## src/rtl/hashin_pkg.sv

```systemverilog
// hashin_pkg: shared state encoding, framing defaults and byte-swap helper for hashin_reader.
package hashin_pkg;

   localparam int          HDR_WORDS_DEF = 10;
   localparam logic [63:0] LEN_WORD_DEF  = 64'h8000000000000280;

   typedef enum logic [2:0] {
      S_IDLE     = 3'd0,
      S_WAIT_LEN = 3'd1,
      S_COLLECT  = 3'd2,
      S_CHECK    = 3'd3,
      S_PRESENT  = 3'd4
   } hashin_state_e;

   // The nonce FIFO carries the nonce in the opposite byte order to the header word.
   function automatic logic [31:0] bswap32(input logic [31:0] v);
      return {v[7:0], v[15:8], v[23:16], v[31:24]};
   endfunction

endpackage

```

## src/rtl/hashin_reader.sv

```systemverilog
// hashin_reader: finds a length word in the hashin FIFO, collects the header words
// behind it, pairs the header with a nonce and presents both on a valid/ready port.
// Build option: define HASHIN_NONCE_CHECK_EN to drop frames whose low header word
// does not equal the byte-swapped nonce; otherwise every nonce is accepted.
//
// state      | meaning
// -----------+-----------------------------------------------------------
// IDLE       | stopped; stop_ack_reader high, word counter cleared
// WAIT_LEN   | popping and discarding words until the length word shows up
// COLLECT    | shifting HDR_WORDS header words into hdr_data
// CHECK      | popping one nonce and (optionally) matching it to the header
// PRESENT    | hdr_valid high, hdr_data/hdr_nonce frozen until accepted
module hashin_reader import hashin_pkg::*; #(
   parameter int          HDR_WORDS = HDR_WORDS_DEF,
   parameter logic [63:0] LEN_WORD  = LEN_WORD_DEF
) (
   input  logic                    clk,
   input  logic                    rst,
   input  logic [63:0]             hashin_fifo_out_dout,
   input  logic                    hashin_fifo_out_empty,
   output logic                    hashin_fifo_out_re,
   input  logic [31:0]             nonce_fifo_dout,
   input  logic                    nonce_fifo_empty,
   output logic                    nonce_fifo_re,
   output logic                    hdr_valid,
   input  logic                    hdr_ready,
   output logic [HDR_WORDS*64-1:0] hdr_data,
   output logic [31:0]             hdr_nonce,
   input  logic                    stop,
   output logic                    stop_ack_reader,
   output logic [15:0]             sync_err_cnt,
   output logic [15:0]             nonce_err_cnt
);

   localparam int             WCW      = $clog2(HDR_WORDS + 1);
   localparam logic [WCW-1:0] LAST_IDX = WCW'(HDR_WORDS - 1);

   localparam logic [2:0] ST_IDLE     = S_IDLE;
   localparam logic [2:0] ST_WAIT_LEN = S_WAIT_LEN;
   localparam logic [2:0] ST_COLLECT  = S_COLLECT;
   localparam logic [2:0] ST_CHECK    = S_CHECK;
   localparam logic [2:0] ST_PRESENT  = S_PRESENT;

   logic [2:0]     state, state_nxt;
   logic [WCW-1:0] word_cnt;
   logic           hash_pop, nonce_pop;
   logic           len_hit, nonce_ok;

   // Frame-start detect and nonce acceptance
   always_comb begin
      len_hit = (hashin_fifo_out_dout == LEN_WORD);
`ifdef HASHIN_NONCE_CHECK_EN
      nonce_ok = (hdr_data[31:0] == bswap32(nonce_fifo_dout));
`else
      nonce_ok = 1'b1;
`endif
   end

   // Next state and pops; reset or stop block every pop in the cycle they are seen
   always_comb begin
      state_nxt = state;
      hash_pop  = 1'b0;
      nonce_pop = 1'b0;
      if (rst || stop) begin
         state_nxt = ST_IDLE;
      end else begin
         case (state)
            ST_IDLE:     state_nxt = ST_WAIT_LEN;
            ST_WAIT_LEN: begin
               if (!hashin_fifo_out_empty) begin
                  hash_pop = 1'b1;
                  if (len_hit) state_nxt = ST_COLLECT;
               end
            end
            ST_COLLECT: begin
               if (!hashin_fifo_out_empty) begin
                  hash_pop = 1'b1;
                  if (word_cnt == LAST_IDX) state_nxt = ST_CHECK;
               end
            end
            ST_CHECK: begin
               if (!nonce_fifo_empty) begin
                  nonce_pop = 1'b1;
                  state_nxt = nonce_ok ? ST_PRESENT : ST_WAIT_LEN;
               end
            end
            ST_PRESENT: begin
               if (hdr_ready) state_nxt = ST_WAIT_LEN;
            end
            default:     state_nxt = ST_IDLE;
         endcase
      end
   end

   assign hashin_fifo_out_re = hash_pop;
   assign nonce_fifo_re      = nonce_pop;
   assign hdr_valid          = (state == ST_PRESENT);
   assign stop_ack_reader    = (state == ST_IDLE);

   // State, word counter, header shift register, nonce capture and sync error count
   always_ff @(posedge clk) begin
      if (rst) begin
         state        <= ST_IDLE;
         word_cnt     <= '0;
         hdr_data     <= '0;
         hdr_nonce    <= '0;
         sync_err_cnt <= '0;
      end else begin
         state <= state_nxt;
         if (state == ST_IDLE) word_cnt <= '0;
         if (hash_pop) begin
            if (state == ST_WAIT_LEN) begin
               if (len_hit) begin
                  word_cnt <= '0;
               end else if (sync_err_cnt != 16'hFFFF) begin
                  sync_err_cnt <= sync_err_cnt + 16'd1;
               end
            end else begin
               hdr_data <= {hdr_data[HDR_WORDS*64-65:0], hashin_fifo_out_dout};
               word_cnt <= word_cnt + WCW'(1);
            end
         end
         if (nonce_pop) hdr_nonce <= nonce_fifo_dout;
      end
   end

`ifdef HASHIN_NONCE_CHECK_EN
   // Saturating count of frames dropped for a nonce mismatch
   always_ff @(posedge clk) begin
      if (rst) begin
         nonce_err_cnt <= '0;
      end else if (nonce_pop && !nonce_ok && (nonce_err_cnt != 16'hFFFF)) begin
         nonce_err_cnt <= nonce_err_cnt + 16'd1;
      end
   end
`else
   assign nonce_err_cnt = '0;
`endif

endmodule

```

## config.mk

```make
export PLATFORM = sky130hd
export DESIGN_NAME = hashin_reader
export DESIGN_NICKNAME = d
export VERILOG_FILES = /design/src/rtl/hashin_pkg.sv /design/src/rtl/hashin_reader.sv
export SDC_FILE = /design/constraint.sdc
export NUM_CORES = 1
export LEC_CHECK = 0
export CORE_AREA = 10 10 303 305
export CTS_CLUSTER_DIAMETER = 50
export CTS_CLUSTER_SIZE = 40
export DETAILED_ROUTE_END_ITERATION = 6
export DIE_AREA = 0 0 313 315
export SLEW_MARGIN = 5
export SYNTH_ARGS = -nofsm -noshare
export SYNTH_HDL_FRONTEND = slang
export SYNTH_SLANG_ARGS = --single-unit
```

## constraint.sdc

```tcl
create_clock -name clk -period 5.3 [get_ports clk]
set_input_delay 0.795 -clock clk [delete_from_list [all_inputs] [get_ports clk]]
set_output_delay 0.795 -clock clk [all_outputs]
set_load 0.005 [all_outputs]
```

==> impl_metrics.py <==
metrics = {
    "status": {
        "outcome": "finished, final reports clean",
    },
    "clocking": {
        "post_cts_resized": 0,
        "path_clk_slew_ns": 0.05,
        "postCtsSetupRepairBufs": 0,
        "cts_max_level": 3,
        "cts_buffer_depth": 3,
        "cts_buffers": 89,
        "clk-insertion-delay-late_ns": 0.67,
        "hold_buffers": 0,
        "cts-root-buf": "clkbuf_16",
        "cts.sinks": 695,
        "cts_tree": "built",
    },
    "detailed_routing": {
        "vias": 23000,
        "drc": 0,
        "routed_wl_mm": 99.2,
        "ant_nets": 0,
        "dr.pass1.iters": 5,
        "wl_per_cell_um": 19.7,
        "viasPerCell": 4.56,
        "drtIter0Drc": 1814,
    },
    "placed_design": {
        "routabilityCongestion": 0.839,
        "dpl_cell_area_um2": 33300,
        "dpl.hpwl_mm": 72.3,
        "place_inst": 4871,
        "io_buffers": 793,
    },
    "global_routing": {
        "grt_util_met3": 0.0581,
        "grt-ovfl-total": 0,
        "grt_pass1_vias": 21400,
        "grt_max_degree": 193,
        "met1_usage": 0.223,
        "met2_usage": 0.309,
        "antenna_found_initial": 4,
        "grt.busiest_layer": "met2",
        "grt_pass1_wl_mm": 142,
        "grt_util_all_layers": 0.187,
    },
    "timing": {
        "tightestPinTransition_ns": 1.08,
        "rsz0062_at_grt": "false",
        "max_slew_margin": 0.278,
        "slew_violations": 0,
        "skew_ns": 0.0564,
        "setup_viol": 0,
        "clock.fmax_mhz": 287,
        "hold_viol": 0,
        "min_period_ns": 3.49,
        "setup_tns_ns": 0,
        "period_share": 0.658,
    },
    "worst_setup_path": {
        "startpoint_type": "primary input",
        "critPathArrivalTime_ns": 2.69,
        "worstSetupPathType": "primary input to output pin",
        "end_kind": "output pin",
        "crit_required_ns": 4.51,
        "worstPathMaxFanout": 7,
        "rrSetupSlack_ns": 2.51,
    },
    "synth": {
        "synth_cell_types": 48,
        "synth_top_cell_by_area": "dfxtp_1",
        "seq_area_frac_synth": 0.568,
        "syn_inst": 3121,
        "synth_area_leaders": "dfxtp_1, nand2_1, a21oi_1",
        "yosys.area.top_type_share": 0.568,
        "synth-edff-count": 0,
        "yosys_warnings": 0,
        "ys_async_sr_fraction": 0,
        "syn-cell-area_um2": 24500,
        "avgSynthCellArea_um2": 7.85,
        "synth_flop_cell": "dfxtp_1",
        "synth-seq-cells": 695,
    },
    "layout": {
        "nets": 3912,
        "fin_cells": 5040,
        "design_area_um2": 36600,
        "area_delta_synth_final_pct": 49.3,
        "post_route_cells_drive_above_1_share": 0.0559,
    },
    "power_and_ir_drop": {
        "power_leakage_nw": 11.9,
        "power-per-cell-area_nw_per_um2": 327,
        "power_mw": 12.0,
        "ir_drop_mv": 0.232,
    },
    "flow_run": {
        "maxCapViolCount": 0,
    },
    "floorplanning": {
        "ios": 810,
        "die_x_um": 313,
        "dieHeight_um": 315,
        "die_area_um2": 98600,
        "start_util": 0.285,
        "core_area_um2": 85900,
        "row_count": 108,
    },
    "hold_path": {
        "hp-class": "flop to flop",
    },
}
## cells in the final DEF (no fill, tap or decap), drive strengths merged, types with 2 or more instances in the layout
| cell type | synthesis | final |
|---|---|---|
| o21ai | 6 | 6 |
| clkdlybuf4s50 | 0 | 792 |
| nor4 | 19 | 19 |
| or3 | 3 | 3 |
| nor2b | 7 | 7 |
| buf | 57 | 41 |
| or4 | 8 | 8 |
| nand3 | 12 | 12 |
| nand2 | 1357 | 1357 |
| nor2 | 10 | 10 |
| o21a | 6 | 6 |
| clkinv | 0 | 17 |
| a21oi | 650 | 650 |
| mux2 | 5 | 5 |
| clkinvlp | 0 | 8 |
| a211oi | 2 | 2 |
| xnor2 | 2 | 2 |
| diode | 0 | 2 |
| a31oi | 2 | 2 |
| nand4 | 11 | 11 |
| dfxtp | 695 | 695 |
| conb | 1 | 16 |
| and2 | 2 | 2 |
| clkbuf | 196 | 104 |
| bufinv | 0 | 8 |
| nor3 | 8 | 8 |
| inv | 6 | 36 |
| ha | 3 | 3 |
| o211ai | 32 | 32 |
| o31ai | 5 | 5 |
## critical path, stage by stage
cell and delay, ns:
clkdlybuf4s50_1 0.48, nor3_4 0.32, nor3b_4 0.45, clkdlybuf4s50_1 0.64
## cell families (layout without fill, tap and decap cells)
kind of cell,Yosys count,after routing,synth area share
AOI/OAI and AO/OA,712,712,0.151
xor gates and xnor gates,3,3,0.00107
adders and majority gates,3,3,0.00153
buffers and inverters,259,1006,0.0452
DFF,695,695,0.568
muxes,5,5,0.00230
other,1,18,0.000153
and+or+nand+nor,1443,1443,0.230
## power breakdown
group,internal [mW],switching (mW)
sequential,5.23,0.00376
clock,3.80,2.70
combinational,0.0882,0.149
total,9.11,2.86
## state kept, by name, summed over array words and instances, names as in the netlist
signal and cells:
word_cnt 4, sync_err_cnt 16, state 3, hdr_data 640, hdr_nonce 32
## path summary, 6_finish.rpt
path	end	start	cells after the start
worst max-delay path	hashin_fifo_out_re	hashin_fifo_out_empty	4
worst min register to register	hdr_data[578]	hdr_data[578]	2
worst max register to register	hdr_data[323]	state[2]	6
worst min-delay path	hdr_data[578]	hdr_data[578]	2
## synthesized netlist by cell type, types with 7 or more instances
master,instances
nor2_1,10
dfxtp_1,695
clkbuf_1,195
a21oi_1,650
nand2_1,1357
buf_2,36
nor2b_1,7
o211ai_1,32
or4_1,7
nor4_1,19
nand4_1,11
nand3_1,11
buf_4,17
nor3_1,7
## metal layers
metal	up-vias	routed length (um)
met3	157	7910
met1	10600	40000
met5	-	0
met4	0	3500
met2	700	47700
li1	11500	-
## stage by stage
step | hold slack, ns | setup WS (ns) | util
after floorplan | 0.453 | 2.77 | -
after global placement | 0.441 | 1.39 | 0.388
after detailed placement | 0.446 | 1.25 | 0.388
after CTS | 0.442 | 1.80 | 0.425
after global routing | 0.474 | 1.73 | 0.425
final | 0.451 | 1.81 | 0.425
## cell type report
class / instances / area (um^2)
flip-flops and latches: 695 / 13900
fillers: 8910 / 49400
inverters: 6 / 22.5
repair buffers: 833 / 8370
multi-input cells: 2182 / 9560
well taps: 1155 / 1450
clock buffers: 104 / 2410
diodes: 2 / 5.00
clock inverters: 63 / 846
Power figures use the tool's default switching activity.
